**config.mk**
```make
export PLATFORM = sky130hd
export DESIGN_NAME = port_rd_frontend_fifo
export DESIGN_NICKNAME = d
export VERILOG_FILES = /design/src/rtl/port_pkg.sv /design/src/rtl/sync_fifo_fwft.sv /design/src/rtl/port_rd_frontend_fifo.sv
export SDC_FILE = /design/constraint.sdc
export NUM_CORES = 1
export LEC_CHECK = 0
export ABC_CLOCK_PERIOD_IN_PS = 8800
export CAP_MARGIN = 20
export CORE_UTILIZATION = 40
export CTS_CLUSTER_SIZE = 16
export DETAILED_ROUTE_END_ITERATION = 10
export HOLD_SLACK_MARGIN = 0.08
export PLACE_DENSITY = 0.67
export SYNTH_ARGS = -nofsm -noshare
export SYNTH_HDL_FRONTEND = slang
export SYNTH_HIERARCHICAL = 1
export SYNTH_SLANG_ARGS = --single-unit
```
**constraint.sdc**
```tcl
create_clock -name clk -period 8.8 [get_ports clk]
set_input_delay 1.76 -clock clk [delete_from_list [all_inputs] [get_ports clk]]
set_output_delay 1.76 -clock clk [all_outputs]
set_load 0.01 [all_outputs]
```
**src/rtl/port_pkg.sv**
```systemverilog
// Shared definitions for the egress-port read frontend.
//   ing_state_t / St*  : ingress FSM state encoding (Idle=0, Armed=1, InPkt=2)
//   beat_tag_t         : per-beat packet tags {eop, sop}, upper bits of a stored beat
//   cnt_width()        : occupancy counter width for a FIFO of a given depth
package port_pkg;

  typedef logic [1:0] ing_state_t;

  localparam ing_state_t StIdle  = 2'd0;
  localparam ing_state_t StArmed = 2'd1;
  localparam ing_state_t StInPkt = 2'd2;

  typedef struct packed {
    logic eop;
    logic sop;
  } beat_tag_t;

  localparam int unsigned BeatTagW = 2;

  // Occupancy needs one more bit than the address so that "full" is representable.
  function automatic int unsigned cnt_width(int unsigned depth);
    return $clog2(depth) + 1;
  endfunction

endpackage

```
**src/rtl/sync_fifo_fwft.sv**
```systemverilog
// First-word-fall-through synchronous FIFO with register-array storage.
//   clk, rst   : clock, synchronous active-high reset (empties the FIFO)
//   push/wdata : write request and data; ignored when full unless popping
//   pop        : read request; ignored when empty
//   rdata      : head entry, valid whenever !empty
//   full/empty : occupancy flags
//   count      : current occupancy
module sync_fifo_fwft
  import port_pkg::*;
#(
  parameter int unsigned WIDTH = 18,
  parameter int unsigned DEPTH = 8,
  localparam int unsigned AW = $clog2(DEPTH),
  localparam int unsigned CW = cnt_width(DEPTH)
) (
  input  logic             clk,
  input  logic             rst,
  input  logic             push,
  input  logic [WIDTH-1:0] wdata,
  input  logic             pop,
  output logic [WIDTH-1:0] rdata,
  output logic             full,
  output logic             empty,
  output logic [CW-1:0]    count
);

  logic [WIDTH-1:0] mem_q [DEPTH];
  logic [AW-1:0]    wr_ptr_q, rd_ptr_q;
  logic [CW-1:0]    count_q, count_d;
  logic             do_push, do_pop;

  assign empty   = (count_q == '0);
  assign full    = (count_q == CW'(DEPTH));
  assign do_pop  = pop && !empty;
  // A pop frees the slot in the same cycle, so a full FIFO can still take a write.
  assign do_push = push && (!full || do_pop);

  always_comb begin
    count_d = count_q;
    if (do_push && !do_pop) begin
      count_d = count_q + CW'(1);
    end else if (!do_push && do_pop) begin
      count_d = count_q - CW'(1);
    end
  end

  always_ff @(posedge clk) begin
    if (rst) begin
      wr_ptr_q <= '0;
      rd_ptr_q <= '0;
      count_q  <= '0;
    end else begin
      if (do_push) wr_ptr_q <= wr_ptr_q + AW'(1);
      if (do_pop)  rd_ptr_q <= rd_ptr_q + AW'(1);
      count_q <= count_d;
    end
  end

  // Storage is not reset; the consumer gates rdata with !empty.
  always_ff @(posedge clk) begin
    if (do_push) mem_q[wr_ptr_q] <= wdata;
  end

  assign rdata = mem_q[rd_ptr_q];
  assign count = count_q;

endmodule

```
**src/rtl/port_rd_frontend_fifo.sv**
```systemverilog
// Read-side frontend for one egress port: tags backend beats with sop/eop, buffers them
// in an elastic FIFO and drains them under a ready/valid handshake.
//   clk, rst          : clock, synchronous active-high reset
//   out_ready         : backend marks the next valid beat as a packet start
//   out_data_vld/out_data/end_of_packet : backend beat
//   fe_afull          : registered throttle back to the backend
//   rd_vld/rd_ready/rd_data/rd_sop/rd_eop : downstream beat handshake
//   pkt_cnt           : packets drained (eop accepted), wraps
//   ovf_cnt           : beats dropped on a full FIFO, saturates
//   proto_err         : sticky backend protocol violation flag
module port_rd_frontend_fifo
  import port_pkg::*;
#(
  parameter int unsigned DATA_WIDTH   = 16,
  parameter int unsigned FIFO_DEPTH   = 8,
  parameter int unsigned AFULL_MARGIN = 2,
  parameter int unsigned CNT_WIDTH    = 16
) (
  input  logic                  clk,
  input  logic                  rst,
  input  logic                  out_ready,
  input  logic                  out_data_vld,
  input  logic [DATA_WIDTH-1:0] out_data,
  input  logic                  end_of_packet,
  output logic                  fe_afull,
  output logic                  rd_vld,
  input  logic                  rd_ready,
  output logic [DATA_WIDTH-1:0] rd_data,
  output logic                  rd_sop,
  output logic                  rd_eop,
  output logic [CNT_WIDTH-1:0]  pkt_cnt,
  output logic [CNT_WIDTH-1:0]  ovf_cnt,
  output logic                  proto_err
);

  localparam int unsigned EntryW   = DATA_WIDTH + BeatTagW;
  localparam int unsigned FifoCntW = cnt_width(FIFO_DEPTH);

  typedef struct packed {
    beat_tag_t             tag;
    logic [DATA_WIDTH-1:0] data;
  } beat_t;

  ing_state_t state_q, state_d, state_eff;
  logic       beat_acc, err_set;
  beat_t      in_beat, head;

  logic                fifo_full, fifo_empty;
  logic [FifoCntW-1:0] fifo_count, count_next;
  logic [EntryW-1:0]   fifo_rdata;
  logic                pop_fire, push_ok, drop;

  logic                 afull_q, proto_err_q;
  logic [CNT_WIDTH-1:0] pkt_cnt_q, ovf_cnt_q;

  // Ingress FSM. out_ready always re-arms before the beat of the same cycle is
  // classified, so a same-cycle beat becomes the sop beat (also on a mid-packet restart).
  always_comb begin
    state_eff         = out_ready ? StArmed : state_q;
    err_set           = out_ready && (state_q != StIdle);
    beat_acc          = 1'b0;
    state_d           = state_eff;
    in_beat.data      = out_data;
    in_beat.tag.sop   = (state_eff == StArmed);
    in_beat.tag.eop   = end_of_packet;
    if (out_data_vld) begin
      if (state_eff == StIdle) begin
        err_set = 1'b1;
      end else begin
        beat_acc = 1'b1;
        state_d  = end_of_packet ? StIdle : StInPkt;
      end
    end
  end

  assign pop_fire = rd_vld && rd_ready;
  assign push_ok  = beat_acc && (!fifo_full || pop_fire);
  assign drop     = beat_acc && !push_ok;

  always_comb begin
    count_next = fifo_count + FifoCntW'(push_ok) - FifoCntW'(pop_fire);
  end

  sync_fifo_fwft #(
    .WIDTH (EntryW),
    .DEPTH (FIFO_DEPTH)
  ) u_fifo (
    .clk   (clk),
    .rst   (rst),
    .push  (push_ok),
    .wdata (in_beat),
    .pop   (pop_fire),
    .rdata (fifo_rdata),
    .full  (fifo_full),
    .empty (fifo_empty),
    .count (fifo_count)
  );

  always_ff @(posedge clk) begin
    if (rst) begin
      state_q     <= StIdle;
      afull_q     <= 1'b0;
      proto_err_q <= 1'b0;
      pkt_cnt_q   <= '0;
      ovf_cnt_q   <= '0;
    end else begin
      state_q     <= state_d;
      afull_q     <= (FIFO_DEPTH - 32'(count_next)) <= AFULL_MARGIN;
      proto_err_q <= proto_err_q | err_set;
      if (pop_fire && head.tag.eop) pkt_cnt_q <= pkt_cnt_q + CNT_WIDTH'(1);
      if (drop && (ovf_cnt_q != '1)) ovf_cnt_q <= ovf_cnt_q + CNT_WIDTH'(1);
    end
  end

  assign head    = fifo_rdata;
  assign rd_vld  = !fifo_empty;
  // Gate the unreset storage so idle outputs read as zero.
  assign rd_data = rd_vld ? head.data : '0;
  assign rd_sop  = rd_vld && head.tag.sop;
  assign rd_eop  = rd_vld && head.tag.eop;

  assign fe_afull  = afull_q;
  assign pkt_cnt   = pkt_cnt_q;
  assign ovf_cnt   = ovf_cnt_q;
  assign proto_err = proto_err_q;

endmodule

```
==> results.yml, run 1 <==
die:
  die_h_um: 145
  num_io_pins: 75
  start_util_pct: 41.3
  die-area_um2: 20900
  coreArea_um2: 19700
  num_rows: 51
  die_x_um: 145
min_path:
  min_path_type: "register to register"
  min_path_cells: 2
grt:
  grt.overflow.total: 0
  grt_max_degree: 53
  grt_pass1_wl_um: 25000
  antenna_found_initial: 0
  grt_pass1_vias: 4781
  grt_usage_pct: 16.3
sta:
  whs_ns: 0.495
  period_minus_slack_ns: 5.02
  rsz0062_at_grt: "no"
  fmax_ghz: 0.199
  setup_viol: 0
  tightest_slew_ns: 1.10
  clock_skew_ns: 0.00841
  finalSetupTns_ns: 0
  hold_viol: 0
  drv_slew: 0
  period_share_pct: 57.1
  relSlewSlack_pct: 26.5
critical_path:
  r2r_setup_slack_ns: 4.89
  crit_fanout: 7
  rr_worst_depth: 14
  start_kind: "primary input"
  end_kind: "register"
  crit_type: "primary input to register"
  worstPathArrival_ns: 5.39
  required_ns: 9.17
synth:
  yosys.area.top_type_share_pct: 53.1
  synth_cells: 537
  yosys_warnings: 6
  synth_nets: 574
  post_synth_num_cell_types: 52
  yosys-top-cells-area: "edfxtp_1 53%, dfxtp_1 12%, mux4_2 10%"
  syn_area_um2: 8140
  synth.most_common_cell: "edfxtp_1"
  synth_commonest_cells: "144 x edfxtp_1, 49 x dfxtp_1, 36 x mux4_2"
  synth_top_area_cell: "edfxtp_1"
  avgSynthCellArea_um2: 15.2
  synth_flop_cell: "edfxtp_1"
  async_flop_share_pct: 0
  synth_edf_count: 144
  ys_ff_latch: 193
  ys_seq_area_share_pct: 65.2
finish:
  layout-drive-gt1-share_pct: 18.4
  fill_cells: 1651
  nets: 654
  syn_to_final_growth_pct: 20.7
  diodes: 0
clock_network:
  cts_hold_buf: 0
  postCtsSetupBuffers: 0
  htree_levels: 4
  cts.clk_slew.worst_paths_ns: 0.07
  clock-sinks: 193
  cts_buffer_depth: 2
  clockRootBuffer: "clkbuf_16"
  numCtsBuffers: 17
  clkLatencyLatePin_ns: 0.43
  cts.repair.resized: 0
  cts_tree: "built"
routing:
  wirelength_um: 16100
  first_pass_iters: 4
  vias: 4813
  ant_nets: 0
  drc: 0
  avgViaCountPerCell: 5.38
  drt_iter0_markers: 261
  routedWlPerCell_um: 18.0
placed_design:
  place_hpwl_um: 9720
  port_buffers: 74
  gp_congestion: 0.801
pwr:
  leakagePower_nw: 3.15
  power_density_nw_per_um2: 259
  ir_worst_vdd_v: 0.000141
outcome:
  status: "completed"
job:
  drv_cap: 0
## layout by cell type, fill, tap and decap left out, types with 3 or more instances in the layout
cell | Yosys | final
mux4_2 | 36 | 36
and3_1 | 4 | 4
edfxtp_1 | 144 | 144
nor2b_1 | 21 | 21
nand2_1 | 19 | 19
inv_6 | 0 | 3
a21oi_1 | 27 | 27
or4_1 | 12 | 12
xnor2_1 | 7 | 7
mux2_2 | 19 | 19
nand2b_1 | 3 | 3
o31ai_1 | 12 | 12
mux2_1 | 3 | 3
clkdlybuf4s50_1 | 0 | 73
buf_4 | 1 | 12
nor2_1 | 28 | 28
nand4_1 | 8 | 8
ha_1 | 13 | 13
inv_1 | 20 | 20
o21ai_0 | 9 | 9
nor3_2 | 0 | 4
mux2i_1 | 3 | 3
or3_1 | 8 | 8
clkinv_8 | 0 | 6
nor3_1 | 9 | 5
clkbuf_16 | 0 | 17
nor4_2 | 0 | 3
dfxtp_1 | 49 | 48
xor2_1 | 9 | 9
nand3_1 | 15 | 15
## layout make-up
class	count	area, um2	share of cell area [%]
Sequential cell	193	5310	54.0
Multi-Input combinational cell	297	2660	27.0
Timing Repair Buffer	86	826	8.41
Clock buffer	17	425	4.33
Tap cell	265	332	3.38
Clock inverter	15	195	1.99
Inverter	22	82.6	0.841
## kinds of logic (layout without fill, tap and decap cells)
group                    count (synthesis)  in the layout  share of synthesized area, %
AO/OA/AOI/OAI                           62             62                          4.78
multiplexers                            61             61                          13.4
XOR/XNOR                                16             16                          1.72
flip-flops                             193            193                          65.2
buffers and inverters                   47            140                          2.69
AND/OR/NAND/NOR                        143            143                          9.78
adder cells (fa/ha/maj)                 15             15                          2.49
## path summary, 6_finish.rpt
path / startpoint / end
hold / removal: pkt_cnt[15]$_SDFFE_PP0P_ / pkt_cnt[15]$_SDFFE_PP0P_
setup / recovery: out_ready / fe_afull$_SDFF_PP0_
hold reg to reg: pkt_cnt[15]$_SDFFE_PP0P_ / pkt_cnt[15]$_SDFFE_PP0P_
setup reg to reg: u_fifo/count[1]$_SDFFE_PP0P_ / fe_afull$_SDFF_PP0_
## state kept, by name (all words and copies together) (netlist names), 2 cells and up, named ones only
name	cells
u_fifo/mem_q	144
u_fifo/wr_ptr_q	3
ovf_cnt	16
u_fifo/count	4
u_fifo/rd_ptr_q	3
state_q	2
pkt_cnt	16
## metrics by stage
step	util, %	power [mW]	area [um2]	worst slack, ns	instances
2_1_floorplan	-	1.54	8140	4.25	537
3_3_place_gp	46.7	1.77	9200	3.53	863
3_5_place_dp	46.7	1.80	9200	3.38	863
4_1_cts	49.8	2.58	9820	3.81	895
5_1_grt	49.8	2.68	9820	3.60	895
6_report	49.8	2.55	9820	3.78	895
## critical path, cell delays in order
cell and delay [ns]:
clkdlybuf4s50_1 0.50, o31ai_1 0.48, o21bai_1 0.21, ha_1 0.26
inv_1 0.06, ha_1 0.15, inv_1 0.05, fa_1 0.56
ha_1 0.25, nor2b_1 0.14, nor3_1 0.24, or4b_2 0.62
nand3_1 0.11
## power breakdown
part / internal (mW) / switching (mW)
Sequential: 1.02 / 0.0349
Clock: 0.409 / 0.366
Combinational: 0.361 / 0.355
Total: 1.79 / 0.756
## layer usage
layer / part of all wire, % / wire, um / track usage, %
met1: 44 / 7050 / 20.0
met2: 51 / 8180 / 27.7
met3: 3.8 / 605 / 3.52
met4: 1.6 / 260 / 7.26
met5: 0 / 0 / 0
Power figures use the tool's default switching activity.
==> inputs of run 2 (changes only) <==
--- a/config.mk
+++ b/config.mk
@@ -5,7 +5,7 @@
 export SDC_FILE = /design/constraint.sdc
 export NUM_CORES = 1
 export LEC_CHECK = 0
-export ABC_CLOCK_PERIOD_IN_PS = 8800
+export ABC_CLOCK_PERIOD_IN_PS = 4750
 export CAP_MARGIN = 20
 export CORE_UTILIZATION = 40
 export CTS_CLUSTER_SIZE = 16
==> constraint.sdc (replaced) <==
create_clock -name clk -period 4.75 [get_ports clk]
set_input_delay 0.95 -clock clk [delete_from_list [all_inputs] [get_ports clk]]
set_output_delay 0.95 -clock clk [all_outputs]
set_load 0.01 [all_outputs]
==> run 2 against run 1 <==
Setup slack got worse by 3.3 ns; register-to-register slack lost 4.1 ns; combinational power grew 84%; first-iteration DRC count grew 3.1%; largest power group unchanged; clock-buffer cell count did not move; critical path depth stayed put; sequential cell count stayed put; final cell count rose by 0.22%.
==> results.yml, run 2 (synthesized netlist as in run 1, its figures left out) <==
outcome:
  status: "completed"
die:
  start_util_pct: 41.3
  num_rows: 51
  die_h_um: 145
  die_x_um: 145
  die-area_um2: 20900
  num_io_pins: 75
  coreArea_um2: 19700
critical_path:
  worstPathArrival_ns: 4.60
  crit_fanout: 7
  start_kind: "primary input"
  crit_type: "primary input to register"
  end_kind: "register"
  required_ns: 5.12
finish:
  syn_to_final_growth_pct: 20.4
  fin_area_um2: 9800
  utilization_pct: 49.7
  layout_common_cells: "144 x edfxtp_1, 73 x clkdlybuf4s50_1, 48 x dfxtp_1"
  regMostFlops: "u_fifo/mem_q"
  ff_latch_area_um2: 5310
  fill_cells: 1642
  largest_reg_flops: 144
  multi_input_area_um2: 2660
  layout-drive-gt1-share_pct: 18.5
  instances_no_fill: 897
  diodes: 0
  layout_commonest_cell: "edfxtp_1"
  nets: 656
sta:
  rsz0062_at_grt: "no"
  period_share_pct: 89.1
  period_minus_slack_ns: 4.23
  setup_viol: 0
  hold_viol: 0
  fmax_ghz: 0.236
  finalSetupTns_ns: 0
  tightest_slew_ns: 0.936
  clock_skew_ns: 0.0199
  relSlewSlack_pct: 37.6
  drv_slew: 0
grt:
  antenna_found_initial: 0
  grt_max_degree: 53
  grt_pass1_vias: 4776
  grt_pass1_wl_um: 25200
  grt.overflow.total: 0
  grt_usage_pct: 16.3
pwr:
  ir_worst_vdd_v: 0.000240
  power_density_nw_per_um2: 476
  leakagePower_nw: 3.14
routing:
  routedWlPerCell_um: 17.9
  drt_iter0_markers: 269
  drc: 0
  avgViaCountPerCell: 5.29
  first_pass_iters: 4
  ant_nets: 0
  vias: 4741
  wirelength_um: 16000
placed_design:
  port_buffers: 74
  gp_congestion: 0.787
  place_hpwl_um: 9900
  dp.cells: 865
  placed_area_um2: 9230
clock_network:
  postCtsSetupBuffers: 0
  cts_tree: "built"
  cts.repair.resized: 0
  clkLatencyLatePin_ns: 0.43
  clockRootBuffer: "clkbuf_16"
  cts.clk_slew.worst_paths_ns: 0.07
  cts_buffer_depth: 2
  numCtsBuffers: 17
  htree_levels: 4
  clock-sinks: 193
  cts_hold_buf: 0
min_path:
  min_path_type: "register to register"
job:
  drv_cap: 0
==> run 2: worst max-delay path: stages <==
cell             delay (ns)
clkdlybuf4s50_1        0.51
o31ai_1                0.47
o21bai_1               0.21
ha_1                   0.26
inv_1                  0.05
ha_1                   0.15
inv_1                  0.05
fa_1                   0.56
ha_1                   0.26
nor2b_1                0.15
nor3_1                 0.25
or4b_2                 0.62
nand3_1                0.11
==> run 2: area by class of cell <==
cell class / instances / area share (%)
flip-flops and latches: 193 / 54.1
clock inverters: 15 / 1.48
clock buffers: 17 / 4.34
repair buffers: 88 / 8.71
inverters: 22 / 0.843
multi-input cells: 297 / 27.1
well taps: 265 / 3.38
==> run 2: where the power goes <==
part	leakage [nW]	switching [mW]	internal [mW]
logic	1.17	0.632	0.683
registers	1.70	0.0978	1.89
clock network	0.275	0.660	0.696
total	3.14	1.39	3.27
==> run 2: per-stage QoR <==
stage	power [mW]	hold slack, ns	setup WS (ns)
2_1_floorplan	2.86	0.459	1.01
3_3_place_gp	3.29	0.466	0.310
3_5_place_dp	3.36	0.472	0.117
4_1_cts	4.73	0.486	0.558
5_1_grt	4.90	0.505	0.266
6_report	4.66	0.486	0.517
==> run 2: path summary, 6_finish.rpt <==
path | from | to | slack [ns] | depth (start not counted)
hold / removal | pkt_cnt[15]$_SDFFE_PP0P_ | pkt_cnt[15]$_SDFFE_PP0P_ | 0.49 | 2
setup / recovery | out_ready | fe_afull$_SDFF_PP0_ | 0.52 | 13
setup reg to reg | u_fifo/count[1]$_SDFFE_PP0P_ | fe_afull$_SDFF_PP0_ | 0.81 | 14
hold reg to reg | pkt_cnt[15]$_SDFFE_PP0P_ | pkt_cnt[15]$_SDFFE_PP0P_ | 0.49 | 2
==> run 2: layer usage <==
| layer | GRT usage [%] | routed length [um] | up-vias | part of all wire, % |
|---|---|---|---|---|
| li1 | - | - | 2250 | - |
| met1 | 20.4 | 7140 | 2408 | 45 |
| met2 | 27.8 | 8150 | 77 | 51 |
| met3 | 4.01 | 656 | 6 | 4.1 |
| met4 | 5.32 | 96 | 0 | 0.60 |
| met5 | 0 | 0 | - | 0 |
==> inputs of run 3 (changes only) <==
--- a/config.mk
+++ b/config.mk
@@ -7,11 +7,13 @@
 export LEC_CHECK = 0
 export ABC_CLOCK_PERIOD_IN_PS = 4750
 export CAP_MARGIN = 20
-export CORE_UTILIZATION = 40
+export CORE_UTILIZATION = 53
 export CTS_CLUSTER_SIZE = 16
 export DETAILED_ROUTE_END_ITERATION = 10
 export HOLD_SLACK_MARGIN = 0.08
-export PLACE_DENSITY = 0.67
+export PLACE_DENSITY = 0.82
+export RECOVER_POWER = 100
+export SKIP_LAST_GASP = 1
 export SYNTH_ARGS = -nofsm -noshare
 export SYNTH_HDL_FRONTEND = slang
 export SYNTH_HIERARCHICAL = 1
==> run 3 against run 2 <==
The run now ends with capacitance limit, slew limit left; sequential share of layout area increased by 0.79 points; final cell count down 9.3%; sequential power about the same; non-clock buffer count down 1; register-to-register slack worse by 0.02 ns; clock-buffer cell count increased by 1; critical endpoint is now rd_data[0].
==> results.yml, run 3 (synthesized netlist as in run 1, its figures left out) <==
placed_design:
  port_buffers: 74
  dpl_worst_slack_ns: 0.163
  place_hpwl_um: 10300
  gp_congestion: 0.821
critical_path:
  path_cells: "buf_2 > mux4_2 > mux2_2 > nor2b_1 > dlygate4sd3_1"
  start_kind: "register"
  cp_top_family: "buffers and inverters"
  worst-path-buf-inv: 2
  worstPathArrival_ns: 3.37
  crit_slowest_cell: "buf_2"
  required_ns: 3.80
  path_depth: 5
  crit_type: "register to primary output"
  critPathMaxStageDelay_ns: 0.95
  rr_worst_depth: 13
  end_kind: "primary output"
  crit_fanout: 36
pwr:
  intPower_mw: 3.41
  seq_power_share_pct: 41.5
  power_density_nw_per_um2: 489
  leakagePower_nw: 3.25
  ir_worst_vdd_v: 0.000301
  switching_power_mw: 1.31
  p_sw_share_pct: 27.8
  combPwrFrac_pct: 27.1
  pwr-share-clk_pct: 31.4
die:
  num_rows: 44
  die_h_um: 126
  die-area_um2: 15900
  die_x_um: 126
  start_util_pct: 55.2
  num_io_pins: 75
  coreArea_um2: 14800
sta:
  drv_slew: 53
  setup_viol: 0
  tightest_slew_ns: 2.30
  hold_viol: 0
  relSlewSlack_pct: -53.4
  period_share_pct: 91.0
  rsz0062_at_grt: "no"
  finalSetupTns_ns: 0
  clock_skew_ns: 0.00961
  fin_ws_ns: 0.429
  fmax_ghz: 0.231
  period_minus_slack_ns: 4.32
  whs_ns: 0.477
min_path:
  min_path_cells: 2
  min_path_type: "register to register"
finish:
  largest_reg_flops: 144
  multi_input_area_um2: 2620
  diodes: 0
  layout-drive-gt1-share_pct: 15.4
  fill_cells: 996
  layout_common_cells: "144 x edfxtp_1, 67 x dlygate4sd3_1, 48 x dfxtp_1"
  nets: 655
  ff_latch_area_um2: 5310
  syn_to_final_growth_pct: 18.6
  regMostFlops: "u_fifo/mem_q"
  utilization_pct: 65.5
  layout_commonest_cell: "edfxtp_1"
grt:
  antenna_found_initial: 0
  grt_usage_pct: 22.1
  grt.overflow.total: 0
  grt_pass1_vias: 4939
  grt_pass1_wl_um: 26200
  grt_max_degree: 53
outcome:
  violations: "capacitance limit, slew limit"
  status: "finished with violations"
routing:
  routedWlPerCell_um: 20.4
  avgViaCountPerCell: 6.06
  drc: 0
  drt_iter0_markers: 439
  first_pass_iters: 5
  vias: 4932
  wirelength_um: 16600
  ant_nets: 0
clock_network:
  postCtsSetupBuffers: 0
  cts.repair.resized: 0
  cts_tree: "built"
  clock-sinks: 193
  htree_levels: 4
  clockRootBuffer: "clkbuf_16"
  cts.clk_slew.worst_paths_ns: 0.07
  clkLatencyLatePin_ns: 0.43
  cts_hold_buf: 0
  numCtsBuffers: 17
  cts_buffer_depth: 2
job:
  drv_cap: 1
run 3: tightest hold or removal path, stage by stage (launching register included):
cell     delay, ns
dfxtp_1       0.32
inv_1         0.05
a31oi_1       0.06
run 3: final cells by class:
| class | count | area share [%] |
|---|---|---|
| Clock buffer | 18 | 4.44 |
| Tap cell | 184 | 2.38 |
| Timing Repair Buffer | 87 | 8.30 |
| Clock inverter | 13 | 1.92 |
| Sequential cell | 193 | 54.9 |
| Multi-Input combinational cell | 297 | 27.2 |
| Inverter | 22 | 0.855 |
run 3: metal layers:
layer  routed length (um)  vias to the layer above  global-route usage, %  share of wire [%]
li1                     -                     2239                      -                  -
met1                 6940                     2495                   28.0                 42
met2                 8540                      174                   36.6                 51
met3                  855                       24                   4.76                5.1
met4                  303                        0                   9.85                1.8
met5                    0                        -                      0                  0
run 3: power by group through the flow:
stage,Combinational (mW),Sequential [mW],Clock (mW)
global route,1.40,1.97,1.56
finish,1.28,1.96,1.48
global placement,1.28,1.99,0
CTS,1.36,1.96,1.51
detailed placement,1.34,2.00,0
floorplan,0.875,1.98,0
run 3: path summary, 6_finish.rpt:
kind | start | endpoint | slack [ns]
hold / removal | proto_err$_SDFF_PP0_ | proto_err$_SDFF_PP0_ | 0.48
setup reg to reg | u_fifo/count[1]$_SDFFE_PP0P_ | u_fifo/count[3]$_SDFFE_PP0P_ | 0.79
hold reg to reg | proto_err$_SDFF_PP0_ | proto_err$_SDFF_PP0_ | 0.48
setup / recovery | register | rd_data[0] | 0.43
run 3: stage by stage:
step | instances | total power, mW | area (um2)
after global routing | 814 | 4.93 | 9660
after global placement | 783 | 3.27 | 9130
after floorplan | 537 | 2.86 | 8140
after CTS | 814 | 4.82 | 9740
final | 814 | 4.72 | 9660
after detailed placement | 783 | 3.34 | 9130
